<file path="src/rtl/addsub_arb.sv">
// +-----------------------------------------------------------------------------+
// | addsub_arb : N-way round-robin arbiter feeding one shared ripple-carry     |
// |              add/sub datapath with a single registered result slot.        |
// | Optional: define ADDSUB_ARB_OVF_EN to add the registered resp_ovf output.  |
// | Revision: 1.0                                                              |
// +-----------------------------------------------------------------------------+
`default_nettype none

module addsub_arb #(
  parameter int W  = 32,
  parameter int N  = 4,
  localparam int TW = $clog2(N)
) (
  input  logic           clk,
  input  logic           rstn,
  input  logic [N-1:0]   req_valid,
  output logic [N-1:0]   req_ready,
  input  logic [N-1:0]   req_sub,
  input  logic [N*W-1:0] req_a,
  input  logic [N*W-1:0] req_b,
  output logic           resp_valid,
  input  logic           resp_ready,
  output logic [TW-1:0]  resp_tag,
  output logic [W-1:0]   resp_data
`ifdef ADDSUB_ARB_OVF_EN
  ,
  output logic           resp_ovf
`endif
);

  logic [TW-1:0] ptr;
  logic [TW-1:0] ptr_nxt;
  logic [TW-1:0] gnt_idx;
  logic          take;
  logic [W-1:0]  op_a;
  logic [W-1:0]  op_b;
  logic          op_sub;
  logic [W-1:0]  b_x;
  logic [W-1:0]  carry;
  logic [W-1:0]  sum;

  // Rotating search starting at ptr; first valid requester wins.
  always_comb begin
    logic [TW:0] cand;
    logic        found;
    gnt_idx = '0;
    found   = 1'b0;
    cand    = '0;
    for (int k = 0; k < N; k++) begin
      cand = {1'b0, ptr} + (TW+1)'(k);
      if (cand >= (TW+1)'(N)) cand = cand - (TW+1)'(N);
      if (!found && req_valid[cand[TW-1:0]]) begin
        found   = 1'b1;
        gnt_idx = cand[TW-1:0];
      end
    end
  end

  assign take = rstn & (|req_valid) & (~resp_valid | resp_ready);

  always_comb begin
    req_ready = '0;
    if (take) req_ready[gnt_idx] = 1'b1;
  end

  assign ptr_nxt = (gnt_idx == TW'(N-1)) ? '0 : gnt_idx + 1'b1;

  assign op_a   = req_a[int'(gnt_idx)*W +: W];
  assign op_b   = req_b[int'(gnt_idx)*W +: W];
  assign op_sub = req_sub[gnt_idx];
  assign b_x    = op_b ^ {W{op_sub}};
  assign carry[0] = op_sub;

  generate
    for (genvar i = 0; i < W; i++) begin : g_rca
      assign sum[i] = op_a[i] ^ b_x[i] ^ carry[i];
      if (i < W-1) begin : g_carry
        assign carry[i+1] = (op_a[i] & b_x[i]) | (carry[i] & (op_a[i] ^ b_x[i]));
      end
    end
  endgenerate

`ifdef ADDSUB_ARB_OVF_EN
  logic ovf;
  assign ovf = (op_a[W-1] == b_x[W-1]) & (sum[W-1] != op_a[W-1]);
`endif

  // An accept always overwrites the slot, which covers the same-cycle drain case.
  always_ff @(posedge clk or negedge rstn) begin
    if (!rstn) begin
      ptr        <= '0;
      resp_valid <= 1'b0;
      resp_data  <= '0;
      resp_tag   <= '0;
`ifdef ADDSUB_ARB_OVF_EN
      resp_ovf   <= 1'b0;
`endif
    end else if (take) begin
      ptr        <= ptr_nxt;
      resp_valid <= 1'b1;
      resp_data  <= sum;
      resp_tag   <= gnt_idx;
`ifdef ADDSUB_ARB_OVF_EN
      resp_ovf   <= ovf;
`endif
    end else if (resp_ready) begin
      resp_valid <= 1'b0;
    end
  end

endmodule

`default_nettype wire

</file>
<file path="config.mk">
export PLATFORM = sky130hd
export DESIGN_NAME = addsub_arb
export DESIGN_NICKNAME = d
export VERILOG_FILES = /design/src/rtl/addsub_arb.sv
export SDC_FILE = /design/constraint.sdc
export NUM_CORES = 1
export LEC_CHECK = 0
export ABC_AREA = 0
export BUFFER_PORTS_ARGS = -buffer_cell sky130_fd_sc_hd__buf_2
export CORE_AREA = 5 5 116 118
export CTS_CLUSTER_SIZE = 28
export DETAILED_ROUTE_END_ITERATION = 8
export DIE_AREA = 0 0 121 123
export HOLD_SLACK_MARGIN = 0.1
export PLACE_DENSITY = 0.75
export RECOVER_POWER = 50
export SLEW_MARGIN = 20
export SYNTH_ARGS = -nofsm -noshare
export SYNTH_HDL_FRONTEND = slang
export SYNTH_SLANG_ARGS = --single-unit
export TNS_END_PERCENT = 30
</file>
<file path="constraint.sdc">
create_clock -name clk -period 14.6 [get_ports clk]
set_input_delay 2.92 -clock clk [delete_from_list [all_inputs] [get_ports clk]]
set_output_delay 2.92 -clock clk [all_outputs]
set_load 0.005 [all_outputs]
</file>
==> impl_metrics.toml, run 1 <==
[drt]
via_count = 5384
wl_per_cell_um = 14.7
dr.pass1.iters = 7
viasPerCell = 4.83
wl_mm = 16.4
drt_iter0_drc = 267
drcViolationCount = 0
antenna_left = 0

[yosys]
yosys_warnings = 0
yosys_register_bits = 37
syn_nets = 958
synth_cell_types = 32
synth_top_area_frac = 0.262
syn_inst = 657
avgSynthCellArea_um2 = 6.74
netlist_area_um2 = 4430
yosysTopAreaCell = "nand2_1"
ys_seq_area_frac = 0.209
synthTopCellsByArea = "nand2_1, dfrtp_1, fa_1"

[die]
die_h_um = 123
ios = 306
core_area_um2 = 12400
rows = 41
start_util = 0.358
die_width_um = 121
dieArea_um2 = 14900

[sta]
timing.fmax_ghz = 0.0671
whs_ps = 470
rsz0062_at_grt = "true"
period_needed_ps = 14900
worstMarginPinSlew_ps = 2260
slew_headroom = -0.510
setup_ws_ps = -295
hold_violations = 0
drv_slew = 39
post-route-period-util = 1.02
fin_skew_ps = 5.45
setup_viol = 2
tns_ps = -581

[setup_path]
crit_type = "input port to register"
slowest_stage = "fa_2"
worst_setup_path_start_kind = "input port"
cp.arrival_ps = 15040
end_kind = "register"
r2r_setup_slack_ps = 1930
cp_data_required_time_ps = 14740
reg2reg_depth = 40
path_max_fanout = 5
startpoint = "req_valid[0]"
max_stage_delay_ps = 380
crit_end = "resp_data[31]"
path_common_cell = "fa_2"
r2r_start = "ptr[1]"
r2r-end = "resp_data[31]"

[clock_network]
clk-insertion-delay-late_ps = 280
numCtsBuffers = 5
cts_root_buf = "clkbuf_16"
tritoncts = "built"
clockBufferDepth = 2
cts-hold-fix-buffers = 0
clkSinkCount = 37
path_clk_slew_ps = 60
cts-htree-levels = 2
post-cts-setup-buffers = 0

[hold_path]
worstHoldPathType = "register to register"

[power_and_ir_drop]
cellLeakagePower_nw = 3.42
ir_drop_mv = 0.0532
power_mw = 1.05
p_per_area_nw_per_um2 = 166

[placed_design]
dpl_cell_area_um2 = 6190
dp_hpwl_mm = 13.4
port_buffers = 305
place_congestion = 0.899

[global_route]
grt_max_degree = 69
grt_pass1_vias = 5051
grt-ovfl-total = 0
grt_first_pass_wirelength_mm = 24.3
grt_usage = 0.206
antenna_found_initial = 1

[layout]
final_cell_mix = "nand2_1, buf_2, o21ai_0"
area_growth_pct = 43.4
fin_area_um2 = 6340
final_nets = 1242
drive_gt1_frac = 0.379
final_util = 0.513
fillCellCount = 1319
final_common_cell = "nand2_1"

[run_status]
violations = "max-capacitance violations, max-slew violations, negative setup slack"
status = "finished with violations"

[run]
drv_cap = 1
routing by layer:
metal / part of all wire / up-vias / wire, µm / GRT usage
met5: 0 / - / 0 / 0
met4: 0.030 / 0 / 488 / 0.0779
met3: 0.081 / 27 / 1330 / 0.0448
met2: 0.50 / 229 / 8210 / 0.373
met1: 0.39 / 2420 / 6340 / 0.237
li1: - / 2708 / - / -
where the power goes:
group          internal (mW)  total (mW)  switching (mW)  leakage [nW]
sequential             0.153       0.180          0.0270         0.454
clock                 0.0670       0.107          0.0399        0.0700
combinational          0.335       0.767           0.431          2.90
total                  0.555        1.05           0.498          3.42
through the flow:
stage                     setup WS (ps)  instances
final                              -295       1115
after global routing               -606       1114
after CTS                          -567       1112
after detailed placement           -863       1105
after global placement             -678       1105
after floorplan                    -388        657
cell type report:
cell class                      instances  area, µm²  share of cell area
Multi-Input combinational cell        565       3360               0.529
Clock buffer                            7        143              0.0225
Inverter                                5       31.3             0.00493
Antenna cell                            2       5.00            0.000789
Tap cell                              172        215              0.0339
Sequential cell                        37        926               0.146
Timing Repair Buffer                  327       1670               0.263
worst min path at each step:
stage | from | to | slack (ps) | depth (start not counted)
after floorplan | resp_data[7] | resp_data[7] | 470 | 2
after global placement | resp_data[7] | resp_data[7] | 460 | 2
after detailed placement | resp_data[7] | resp_data[7] | 460 | 2
after CTS | resp_tag[0] | resp_tag[0] | 480 | 2
after global routing | resp_data[7] | resp_data[7] | 510 | 2
final | resp_data[7] | resp_data[7] | 470 | 2
flip-flops by register name, summed over array words and instances (netlist names):
name and cells:
resp_data 32, ptr 2, resp_tag 2, resp_valid 1
worst max-delay path: cells and delay by family:
family	cells	cell delay (ps)
adders and majority gates	30	10290
xor gates and xnor gates	1	210
buffers and inverters	3	240
muxes	3	720
AOI/OAI and AO/OA	4	640
repair_timing:
item / CTS / global route
gates resized for setup: 1 / 4
setup endpoints to repair: 3 / 3
cloned: 0 / 1
pin swaps: 0 / 5
kinds of logic after synthesis:
| logic type | count (synthesis) | share of synthesized area |
|---|---|---|
| AOI/OAI and AO/OA | 102 | 0.127 |
| xor gates and xnor gates | 36 | 0.0744 |
| adders and majority gates | 34 | 0.147 |
| buffers and inverters | 56 | 0.0591 |
| DFF | 37 | 0.209 |
| muxes | 14 | 0.0328 |
| and+or+nand+nor | 378 | 0.350 |
Yosys cell counts (all sizes together):
| library cell | count |
|---|---|
| a21boi | 1 |
| a21oi | 4 |
| a31oi | 31 |
| and2 | 4 |
| and3 | 31 |
| buf | 24 |
| clkbuf | 27 |
| clkinv | 2 |
| dfrtp | 37 |
| fa | 30 |
| ha | 4 |
| inv | 3 |
| mux2 | 4 |
| mux2i | 10 |
| nand2 | 309 |
| nand2b | 2 |
| nand3 | 29 |
| nor2 | 2 |
| nor2b | 1 |
| o21a | 1 |
| o21ai | 62 |
| o22a | 1 |
| o22ai | 1 |
| o41ai | 1 |
| xnor2 | 2 |
| xnor3 | 1 |
| xor2 | 33 |
No activity file was read; power rests on OpenSTA's default activity.
==> run 2, diff against run 1 <==
--- a/config.mk
+++ b/config.mk
@@ -14,6 +14,7 @@
 export HOLD_SLACK_MARGIN = 0.1
 export PLACE_DENSITY = 0.75
 export RECOVER_POWER = 50
+export REMOVE_ABC_BUFFERS = 1
 export SLEW_MARGIN = 20
 export SYNTH_ARGS = -nofsm -noshare
 export SYNTH_HDL_FRONTEND = slang
==> impl_metrics.toml, run 2 (same netlist as run 1, synthesis figures left out) <==
[setup_path]
max_stage_delay_ps = 520
end_kind = "register"
slowest_stage = "fa_2"
path_max_fanout = 5
cp.arrival_ps = 14990
cp_data_required_time_ps = 14730
crit_type = "input port to register"
path_common_cell = "fa_2"
worst_setup_path_start_kind = "input port"

[die]
core_area_um2 = 12400
die_h_um = 123
ios = 306
die_width_um = 121
rows = 41
dieArea_um2 = 14900
start_util = 0.358

[sta]
hold_violations = 0
rsz0062_at_grt = "true"
slew_headroom = -0.450
whs_ps = 478
drv_slew = 39
post-route-period-util = 1.02
worstMarginPinSlew_ps = 2180
setup_viol = 2
timing.fmax_ghz = 0.0673
setup_ws_ps = -257
period_needed_ps = 14860
fin_skew_ps = 4.99

[global_route]
grt_usage = 0.194
grt_pass1_vias = 5019
grt_max_degree = 69
grt_first_pass_wirelength_mm = 23.6
grt_util_met3 = 0.0403
top_usage_layer = "met2"
grt-ovfl-total = 0
grtUsageMet2 = 0.344
antenna_found_initial = 0
grt_use_met1 = 0.245

[clock_network]
clockBufferDepth = 2
path_clk_slew_ps = 60
clk-insertion-delay-late_ps = 280
numCtsBuffers = 5
cts_root_buf = "clkbuf_16"
cts-htree-levels = 2
clkSinkCount = 37
cts-hold-fix-buffers = 0
tritoncts = "built"

[layout]
final_common_cell = "nand2_1"
final_cell_mix = "nand2_1, buf_2, o21ai_0"
fin_cells = 1113
area_growth_pct = 43.7
fillCellCount = 1266
final_nets = 1242
reg_top3 = "resp_data: 32 flops, ptr: 2 flops, resp_tag: 2 flops"
top_register = "resp_data"
drive_gt1_frac = 0.380
antennaDiodeCount = 0
largest_reg_flops = 32

[drt]
via_count = 5306
wl_per_cell_um = 14.0
wl_mm = 15.6
drcViolationCount = 0
viasPerCell = 4.77
dr.pass1.iters = 5
drt_iter0_drc = 295
antenna_left = 0

[placed_design]
dp.cells = 1105
dp_hpwl_mm = 12.7
place_congestion = 0.861
port_buffers = 305

[run]
drv_cap = 1

[power_and_ir_drop]
power_mw = 1.05
p_per_area_nw_per_um2 = 165
cellLeakagePower_nw = 3.43
ir_drop_mv = 0.0687

[hold_path]
worstHoldPathType = "register to register"

[run_status]
violations = "max-capacitance violations, max-slew violations, negative setup slack"
status = "finished with violations"
[run 2: path summary, 6_finish.rpt]
path | end | slack, ps | cells after the start | from
min in group asynchronous | resp_data[0] | 3280 | 1 | rstn
min | resp_data[22] | 480 | 2 | resp_data[22]
max reg2reg | resp_data[30] | 2020 | 40 | ptr[1]
max | resp_data[30] | -260 | 40 | req_valid[0]
min reg2reg | resp_data[22] | 480 | 2 | resp_data[22]
max in group asynchronous | resp_data[22] | 10080 | 1 | rstn
[run 2: what timing repair did]
item | 4_1_cts | 5_1_grt
setup endpoints to repair | 5 | 3
pin swaps | 3 | 4
setup buffers | 1 | 0
resized for setup | 28 | 9
gates cloned | 0 | 0
[run 2: where the power goes]
| group | internal [mW] | total [mW] | switching (mW) |
|---|---|---|---|
| Combinational | 0.333 | 0.760 | 0.427 |
| Clock | 0.0671 | 0.107 | 0.0401 |
| Sequential | 0.153 | 0.180 | 0.0276 |
[run 2: layout make-up]
| cell class | instances | area (µm²) | area share |
|---|---|---|---|
| flip-flops and latches | 37 | 926 | 0.146 |
| repair buffers | 328 | 1700 | 0.267 |
| well taps | 172 | 215 | 0.0338 |
| inverters | 5 | 23.8 | 0.00374 |
| multi-input cells | 564 | 3350 | 0.527 |
| clock buffers | 7 | 143 | 0.0224 |
[run 2: per-stage QoR]
stage               cell area (µm²)  setup TNS (ps)  setup slack (ps)   util
floorplan                      4190          -46800             -5620      -
global placement               6130           -6140             -1840  0.496
detailed placement             6130           -7360             -2070  0.496
CTS                            6350            -957              -564  0.514
global route                   6360           -1340              -558  0.514
finish                         6360            -503              -257  0.514
[run 2: metal layers]
metal	share of wire	routed length, µm	up-vias
li1	-	-	2704
met1	0.41	6440	2388
met2	0.50	7750	193
met3	0.073	1140	21
met4	0.017	265	0
met5	0	0	-
[run 2: worst max-delay path, delay by kind of cell]
kind            cells  cell delay [ps]
fa+ha+maj          30            10360
mux                 3              850
compound gates      3              430
buf+inv             4              370
